**src/rtl/gray_counter_pkg.sv**
```systemverilog
// gray_counter_pkg: shared Gray-code helpers and direction encoding.
// Reused by the async FIFO pointer logic as well as by gray_counter.
package gray_counter_pkg;

    // Widest code the helper functions handle; narrower callers zero-extend
    // their operand and keep the low bits of the result.
    localparam int GC_MAX_WIDTH = 64;

    // Encoding of the up_dn input.
    localparam logic DIR_DOWN = 1'b0;
    localparam logic DIR_UP   = 1'b1;

    // Binary to reflected Gray: g[i] = b[i+1] ^ b[i], g[msb] = b[msb].
    // Zero-extension leaves the low bits of the result unchanged.
    function automatic logic [GC_MAX_WIDTH-1:0] bin2gray(input logic [GC_MAX_WIDTH-1:0] b);
        return b ^ (b >> 1);
    endfunction

    // Gray to binary: each binary bit is the XOR of all Gray bits at or above it.
    function automatic logic [GC_MAX_WIDTH-1:0] gray2bin(input logic [GC_MAX_WIDTH-1:0] g);
        logic [GC_MAX_WIDTH-1:0] b;
        b[GC_MAX_WIDTH-1] = g[GC_MAX_WIDTH-1];
        for (int i = GC_MAX_WIDTH - 2; i >= 0; i--) begin
            b[i] = b[i+1] ^ g[i];
        end
        return b;
    endfunction

endpackage : gray_counter_pkg

```
**src/rtl/bin2gray_comb.sv**
```systemverilog
// bin2gray_comb: purely combinational WIDTH-wide binary-to-Gray converter.
// Sits on the counter's next-state path so the Gray register loads in the
// same edge as the binary register.
module bin2gray_comb #(
    parameter int WIDTH = 4
) (
    input  logic [WIDTH-1:0] bin_i,
    output logic [WIDTH-1:0] gray_o
);

    // Each Gray bit is the XOR of its binary bit and the next-higher one.
    always_comb begin
        gray_o[WIDTH-1] = bin_i[WIDTH-1];
        for (int i = 0; i < WIDTH - 1; i++) begin
            gray_o[i] = bin_i[i+1] ^ bin_i[i];
        end
    end

endmodule : bin2gray_comb

```
**src/rtl/gray_counter.sv**
```systemverilog
// gray_counter: up/down counter with enable and parallel load that exports
// both the registered binary count and its registered Gray code, plus a
// one-cycle wrap pulse.
// Build option: define GRAY_SATURATE_EN to make the counter stop at the
// ends of its range instead of wrapping; wrap then flags each blocked step.
// WIDTH must be >= 2 and RST_VAL must fit in WIDTH bits.
module gray_counter
    import gray_counter_pkg::*;
#(
    parameter int               WIDTH   = 4,
    parameter logic [WIDTH-1:0] RST_VAL = '0
) (
    input  logic             clk,
    input  logic             rst,
    input  logic             en,
    input  logic             up_dn,
    input  logic             load,
    input  logic [WIDTH-1:0] load_bin,
    output logic [WIDTH-1:0] bin_out,
    output logic [WIDTH-1:0] gray_out,
    output logic             wrap
);

    localparam logic [GC_MAX_WIDTH-1:0] RST_GRAY_FULL = bin2gray(GC_MAX_WIDTH'(RST_VAL));
    localparam logic [WIDTH-1:0]        RST_GRAY      = RST_GRAY_FULL[WIDTH-1:0];

    logic [WIDTH-1:0] bin_q,  bin_d;
    logic [WIDTH-1:0] gray_q, gray_d;
    logic             wrap_q, wrap_d;
    logic             at_max, at_min;

    assign at_max = (bin_q == {WIDTH{1'b1}});
    assign at_min = (bin_q == {WIDTH{1'b0}});

    // Next binary value and wrap flag: load beats enable; idle holds the count.
    always_comb begin
        // NOTE: every signal gets a default first so no path through this block leaves it unassigned, which would infer a latch.
        bin_d  = bin_q;
        wrap_d = 1'b0;
        if (load) begin
            bin_d = load_bin;
        end else if (en) begin
            if (up_dn == DIR_UP) begin
                wrap_d = at_max;
`ifdef GRAY_SATURATE_EN
                if (!at_max) bin_d = bin_q + 1'b1;
`else
                bin_d = bin_q + 1'b1;
`endif
            end else begin
                wrap_d = at_min;
`ifdef GRAY_SATURATE_EN
                if (!at_min) bin_d = bin_q - 1'b1;
`else
                bin_d = bin_q - 1'b1;
`endif
            end
        end
    end

    // Gray code of the next count, so both registers update in the same edge.
    bin2gray_comb #(
        .WIDTH (WIDTH)
    ) u_bin2gray (
        .bin_i  (bin_d),
        .gray_o (gray_d)
    );

    // Output registers with synchronous reset; reset overrides load and enable.
    always_ff @(posedge clk) begin
        // NOTE: non-blocking assignments so every register samples the pre-edge values, like real flops.
        if (rst) begin
            bin_q  <= RST_VAL;
            gray_q <= RST_GRAY;
            wrap_q <= 1'b0;
        end else begin
            bin_q  <= bin_d;
            gray_q <= gray_d;
            wrap_q <= wrap_d;
        end
    end

    assign bin_out  = bin_q;
    assign gray_out = gray_q;
    assign wrap     = wrap_q;

endmodule : gray_counter

```
**config.mk**
```make
export PLATFORM = sky130hd
export DESIGN_NAME = gray_counter
export DESIGN_NICKNAME = d
export VERILOG_FILES = /design/src/rtl/gray_counter_pkg.sv /design/src/rtl/bin2gray_comb.sv /design/src/rtl/gray_counter.sv
export SDC_FILE = /design/constraint.sdc
export NUM_CORES = 1
export LEC_CHECK = 0
export BUFFER_PORTS_ARGS = -buffer_cell sky130_fd_sc_hd__clkbuf_2
export CAP_MARGIN = 15
export CORE_UTILIZATION = 37
export CTS_BUF_LIST = sky130_fd_sc_hd__clkbuf_4 sky130_fd_sc_hd__clkbuf_8
export CTS_CLUSTER_DIAMETER = 120
export DETAILED_ROUTE_END_ITERATION = 10
export PLACE_DENSITY = 0.61
export SYNTH_ARGS = -nofsm -noshare
export SYNTH_HDL_FRONTEND = slang
export SYNTH_HIERARCHICAL = 1
export SYNTH_SLANG_ARGS = --single-unit
```
**constraint.sdc**
```tcl
create_clock -name clk -period 1.9 [get_ports clk]
set_clock_uncertainty 0.1 [all_clocks]
set_input_delay 0.285 -clock clk [delete_from_list [all_inputs] [get_ports clk]]
set_output_delay 0.285 -clock clk [all_outputs]
set_load 0.02 [all_outputs]
```
# Word level (Yosys, flattened, before mapping)

Cells that the tools add are included.

Register bits after elaboration: 9
Bits in latches: 0
Bits in writable memories: 0
ROM bits: 0
Input bits: 9
Memories kept: 0

Add/sub/neg operators: 2
$mul: 0
Div/mod/pow operators: 0
Order comparisons: 0
Equal/unequal tests: 1
Shift-type cells: 0
Muxes and demuxes: 4
Bitwise logic cells: 4
Reductions and logical operators: 2

Operators with widths:

| cell                                                               | count |
|---|---|
| 4-bit 2-to-1 mux                                                   | 3 |
| 4-bit by 1-bit adder with 4-bit output, second input constant      | 1 |
| 4-bit equality test, second input constant                         | 1 |
| 4-bit logical NOT                                                  | 1 |
| 4-bit by 1-bit subtractor with 4-bit output, second input constant | 1 |
| 3-bit OR reduction                                                 | 1 |
| 1-bit bitwise XOR                                                  | 3 |
| 1-bit 2-to-1 mux                                                   | 1 |
| 1-bit inverter                                                     | 1 |

# Depth between registers and ports, before layout

Word-level depth: 5
Depth in mapped cells: 7
Depth with buffers taken out: 7

# Hierarchy

The synthesis kept the hierarchy.

By module, submodules not included:

| module        | instances | cells each | area each (um2) | sequential area each (um2) |
|---|---|---|---|---|
| gray_counter  | 1         | 47         | 481.7           | 180.2 |
| bin2gray_comb | 1         | 4          | 33.8            | 0.0 |

# Worst setup path after synthesis

OpenSTA, ideal clock, no wires.

Kind: reg-to-reg
From: reg bin_q[2] (netlist: bin_out[2])
To: reg gray_q[2] (netlist: gray_out[2])
Setup time: 0.114 ns
Arrival time: 1.565 ns
Path slack: 0.122 ns
Cell stages (with the launch flop): 7
Path buffers: 0
Path through: dfxtp_1 ha_1 a21oi_1 and4b_4 nor3_1 xor2_1 nor2b_1

Word-level cells in the longest chain between the ends: 5
Elaborated cells between the ends (all ways): 6
Classes of those cells: add/sub: 2; mux: 3; bitwise: 1

Ends and longest elaborated chain:

| element                                                                                                      | line                                   | RTL |
|---|---|---|
| start, declared                                                                                              | gray_counter.sv:27                     | `logic [WIDTH-1:0] bin_q, bin_d;` |
| start signal, assigned                                                                                       | gray_counter.sv:77                     | `bin_q <= bin_d;` |
| 4-bit by 1-bit subtractor with 4-bit output / 4-bit by 1-bit adder with 4-bit output (equally long branches) | gray_counter.sv:55, gray_counter.sv:48 |  |
| 4-bit 2-to-1 mux (*)                                                                                         | gray_counter.sv:43                     | `if (up_dn == DIR_UP) begin` |
| 4-bit 2-to-1 mux (*)                                                                                         | gray_counter.sv:42                     | `end else if (en) begin` |
| 4-bit 2-to-1 mux (*)                                                                                         | gray_counter.sv:40                     | `if (load) begin` |
| via bin_d[3]                                                                                                 | gray_counter.sv:27                     |  |
| 1-bit bitwise XOR (*)                                                                                        | bin2gray_comb.sv:15                    | `gray_o[i] = bin_i[i+1] ^ bin_i[i];` |
| via gray_d[2]                                                                                                | gray_counter.sv:28                     | `logic [WIDTH-1:0] gray_q, gray_d;` |
| end signal, assigned                                                                                         | gray_counter.sv:78                     | `gray_q <= gray_d;` |
| end, declared                                                                                                | gray_counter.sv:28                     |  |

Mark *: on every way through the listed nets, which the timed path passes. The rest lies on a longest branch.
A chain may end at the register's enable or synchronous reset.

# Worst setup path in the final report

From: reg bin_q[1] (netlist: bin_out[1])
To: reg gray_q[1] (netlist: gray_out[1])

The elaborated chain is that of the path after synthesis.

==> key figures <==
Outcome
  • Status: complete, no violations

Critical path
  • R2r startpoint: bin_out[1]
  • Length in cells of the worst reg-to-reg path: 6
  • CP Capture Type: flop
  • Slowest cell on crit path: fa_1
  • Crit path from: bin_out[1]
  • CP most frequent cell: xor2_1
  • Crit path depth: 6
  • WP data required: 1950 ps
  • CP Data Arrival Time: 1820 ps
  • CP Cell Sequence: fa_1 > xor2_1 > mux2i_1 > o21ai_1 > xor2_1 > nor2b_1
  • Critical path class: reg2reg
  • Critical path peak fanout: 6
  • Worst Setup Start Kind: flop
  • WP buf/inv: 0
  • Slowest Stage Delay on Critical Path: slightly below 400 ps
  • Delay-heaviest family, CP: adder cells

Synth
  • Top cell type's share of synthesized area: 0.350
  • Commonest cells post-synth: dfxtp_1 (9), nor2b_1 (6), xor2_1 (5)
  • Most numerous cell in the Yosys netlist: dfxtp_1
  • Distinct cells, synth: 27
  • Syn avg cell area: around 10 µm²
  • Async SR Flop Fraction: 0
  • Yosys warning total: 6
  • Synth area leaders: dfxtp_1 (35%), xor2_1 (8.5%), nor2b_1 (7.3%)
  • Yosys reg bits: 9
  • Sequential share of the synthesized area: 0.350
  • Post-Syn Area: around 520 µm²
  • Post-synth EDFFs: 0
  • Synth Flop Type: dfxtp_1
  • Synthesized Nets: 63
  • Cell count after synthesis: between 50 and 60
  • Cell taking the most area after synthesis: dfxtp_1

Placed design
  • Buffers on Ports: 17
  • Placed cells: 84
  • GPL Wtd Cong: roughly 0.77
  • DP HPWL: a little over 700 µm
  • Area after DPL: just over 600 µm²

Clock tree
  • # H-tree levels: 1
  • Clk slew on worst S/H paths: approximately 60 ps
  • Clk sink count: 9
  • Total CTS buffers: 3
  • Clk buf depth: 2
  • CTS tree: built
  • Clk root buf: clkbuf_4
  • Clk_lat worst skew: roughly 260 ps
  • CTS Hold Bufs: 0

Floorplanning
  • Die Y: just under 40 µm
  • Ports: 18
  • Core area: 1300 µm²
  • Die ar.: 1550 µm²
  • Initial core utilization: 0.396
  • Die width: 39.3 µm
  • Row count: 13

STA
  • Tmin final: 1760 ps
  • Endpoints failing hold: 0
  • Hold WS: between 200 and 250 ps
  • Max-Slew Margin vs Limit: 0.762
  • Max Freq: 567 MHz
  • Worst Tran Pin Value: about 350 ps
  • Period utilisation layout: 0.929
  • RSZ-0062 raised after global routing: false
  • Max Slew Vio Count: 0
  • Final setup violation count: 0

Final layout
  • Area occupied by multi-input gates: about 310 µm²
  • Finished Layout Cells: 88
  • Share of layout cells above drive strength 1: 0.425
  • Final instance area: about 660 µm²
  • Register Area: 180 µm²
  • Synth-to-Final Area Change: 28.4%
  • Fin nets: 86
  • Number of diodes: 0
  • Fillcell total: approximately 130
  • Final core occ: 0.509

Run
  • Number of max-cap violations: 0

Power
  • P_leak: 0.317 nW
  • Power Density: 820 nW/µm²
  • Peak supply drop: ~0.42 mV

Routing
  • Vias/cell: 4.97
  • Vias: 437
  • DRC: 0
  • Initial DRC count: 3
  • Routed Antenna Nets: 0
  • Drt pass-1 iters: 4
  • WL/cell: roughly 11 µm
  • WL final: just under 1000 µm

Min path
  • Worst Hold Class: in2reg
  • Hold Startpoint: load_bin[2]
  • WHS Path Cells: 3

GRT
  • Largest net degree at the start of global routing: 11
  • Vias in the first global route: 385
  • Global-route wire length before repair: 1590 µm
  • Grt ovf: 0
  • Antenna violations before repair: 0
  • GR Layer Usage met3: 0.0852
  • Met1 usage: 0.211
  • Busiest grt layer: met2
  • Met2 GRT Util: 0.242
  • Total track usage: 0.162
==> cells in the final DEF, fill, tap and decap left out, drive strengths merged <==
master / count
a211oi: 1
a21bo: 1
a21oi: 1
and4: 1
and4b: 1
buf: 4
clkbuf: 21
dfxtp: 9
fa: 1
ha: 2
inv: 1
mux2i: 3
nand2: 3
nand2b: 1
nand3: 1
nor2b: 6
nor3: 1
nor3b: 1
nor4: 2
o21ai: 3
o22ai: 1
o31ai: 1
or2: 1
xnor2: 1
xor2: 5
==> timing repair <==
action,in CTS,in global routing
gates resized for setup,0,3
setup endpoints to repair,0,2
setup buffers,0,0
==> worst register-to-register path, delay by kind of cell (launching register included) <==
family	cells	cell delay, ps
xor+xnor	2	310
flops	1	360
compound gates	1	140
simple gates	1	130
mux	1	230
fa+ha+maj	1	390
==> routing by layer <==
| metal | part of all wire | up-vias |
|---|---|---|
| met5 | 0 | - |
| met4 | 0 | 0 |
| met3 | 0.070 | 0 |
| met2 | 0.46 | 16 |
| met1 | 0.47 | 200 |
| li1 | - | 221 |
==> cell type report <==
type,instances,share of cell area
Clock buffer,4,0.0454
Tap cell,15,0.0284
Inverter,1,0.00567
Timing Repair Buffer,21,0.174
Multi-Input combinational cell,38,0.474
Sequential cell,9,0.272
==> final timing paths <==
check / endpoint / slack (ps)
hold / removal: bin_out[2] / 220
hold reg to reg: bin_out[2] / 630
setup reg to reg: gray_out[1] / 140
setup / recovery: gray_out[1] / 140
==> state kept, by name, indices dropped and copies added (netlist names) <==
name      cells
bin_out       4
gray_out      4
wrap          1
==> through the flow <==
stage / worst slack (ps) / power, mW / setup TNS, ps
after floorplan: 122 / 0.337 / 0
after global placement: -25.6 / 0.377 / -50.0
after detailed placement: -51.4 / 0.380 / -97.1
after CTS: 90.4 / 0.544 / 0
after global routing: 12.0 / 0.578 / 0
final: 136 / 0.543 / 0
==> where the power goes <==
group          switching (mW)  total [mW]  internal (mW)
Clock                  0.0675       0.163         0.0953
Combinational          0.0862       0.158         0.0721
Sequential             0.0126       0.221          0.209
==> cells by family after synthesis <==
family / share of synthesized area
simple gates: 0.233
flops: 0.350
compound gates: 0.112
xor+xnor: 0.102
buf+inv: 0.0582
mux: 0.0583
fa+ha+maj: 0.0874
No activity file was read; power rests on OpenSTA's default activity.
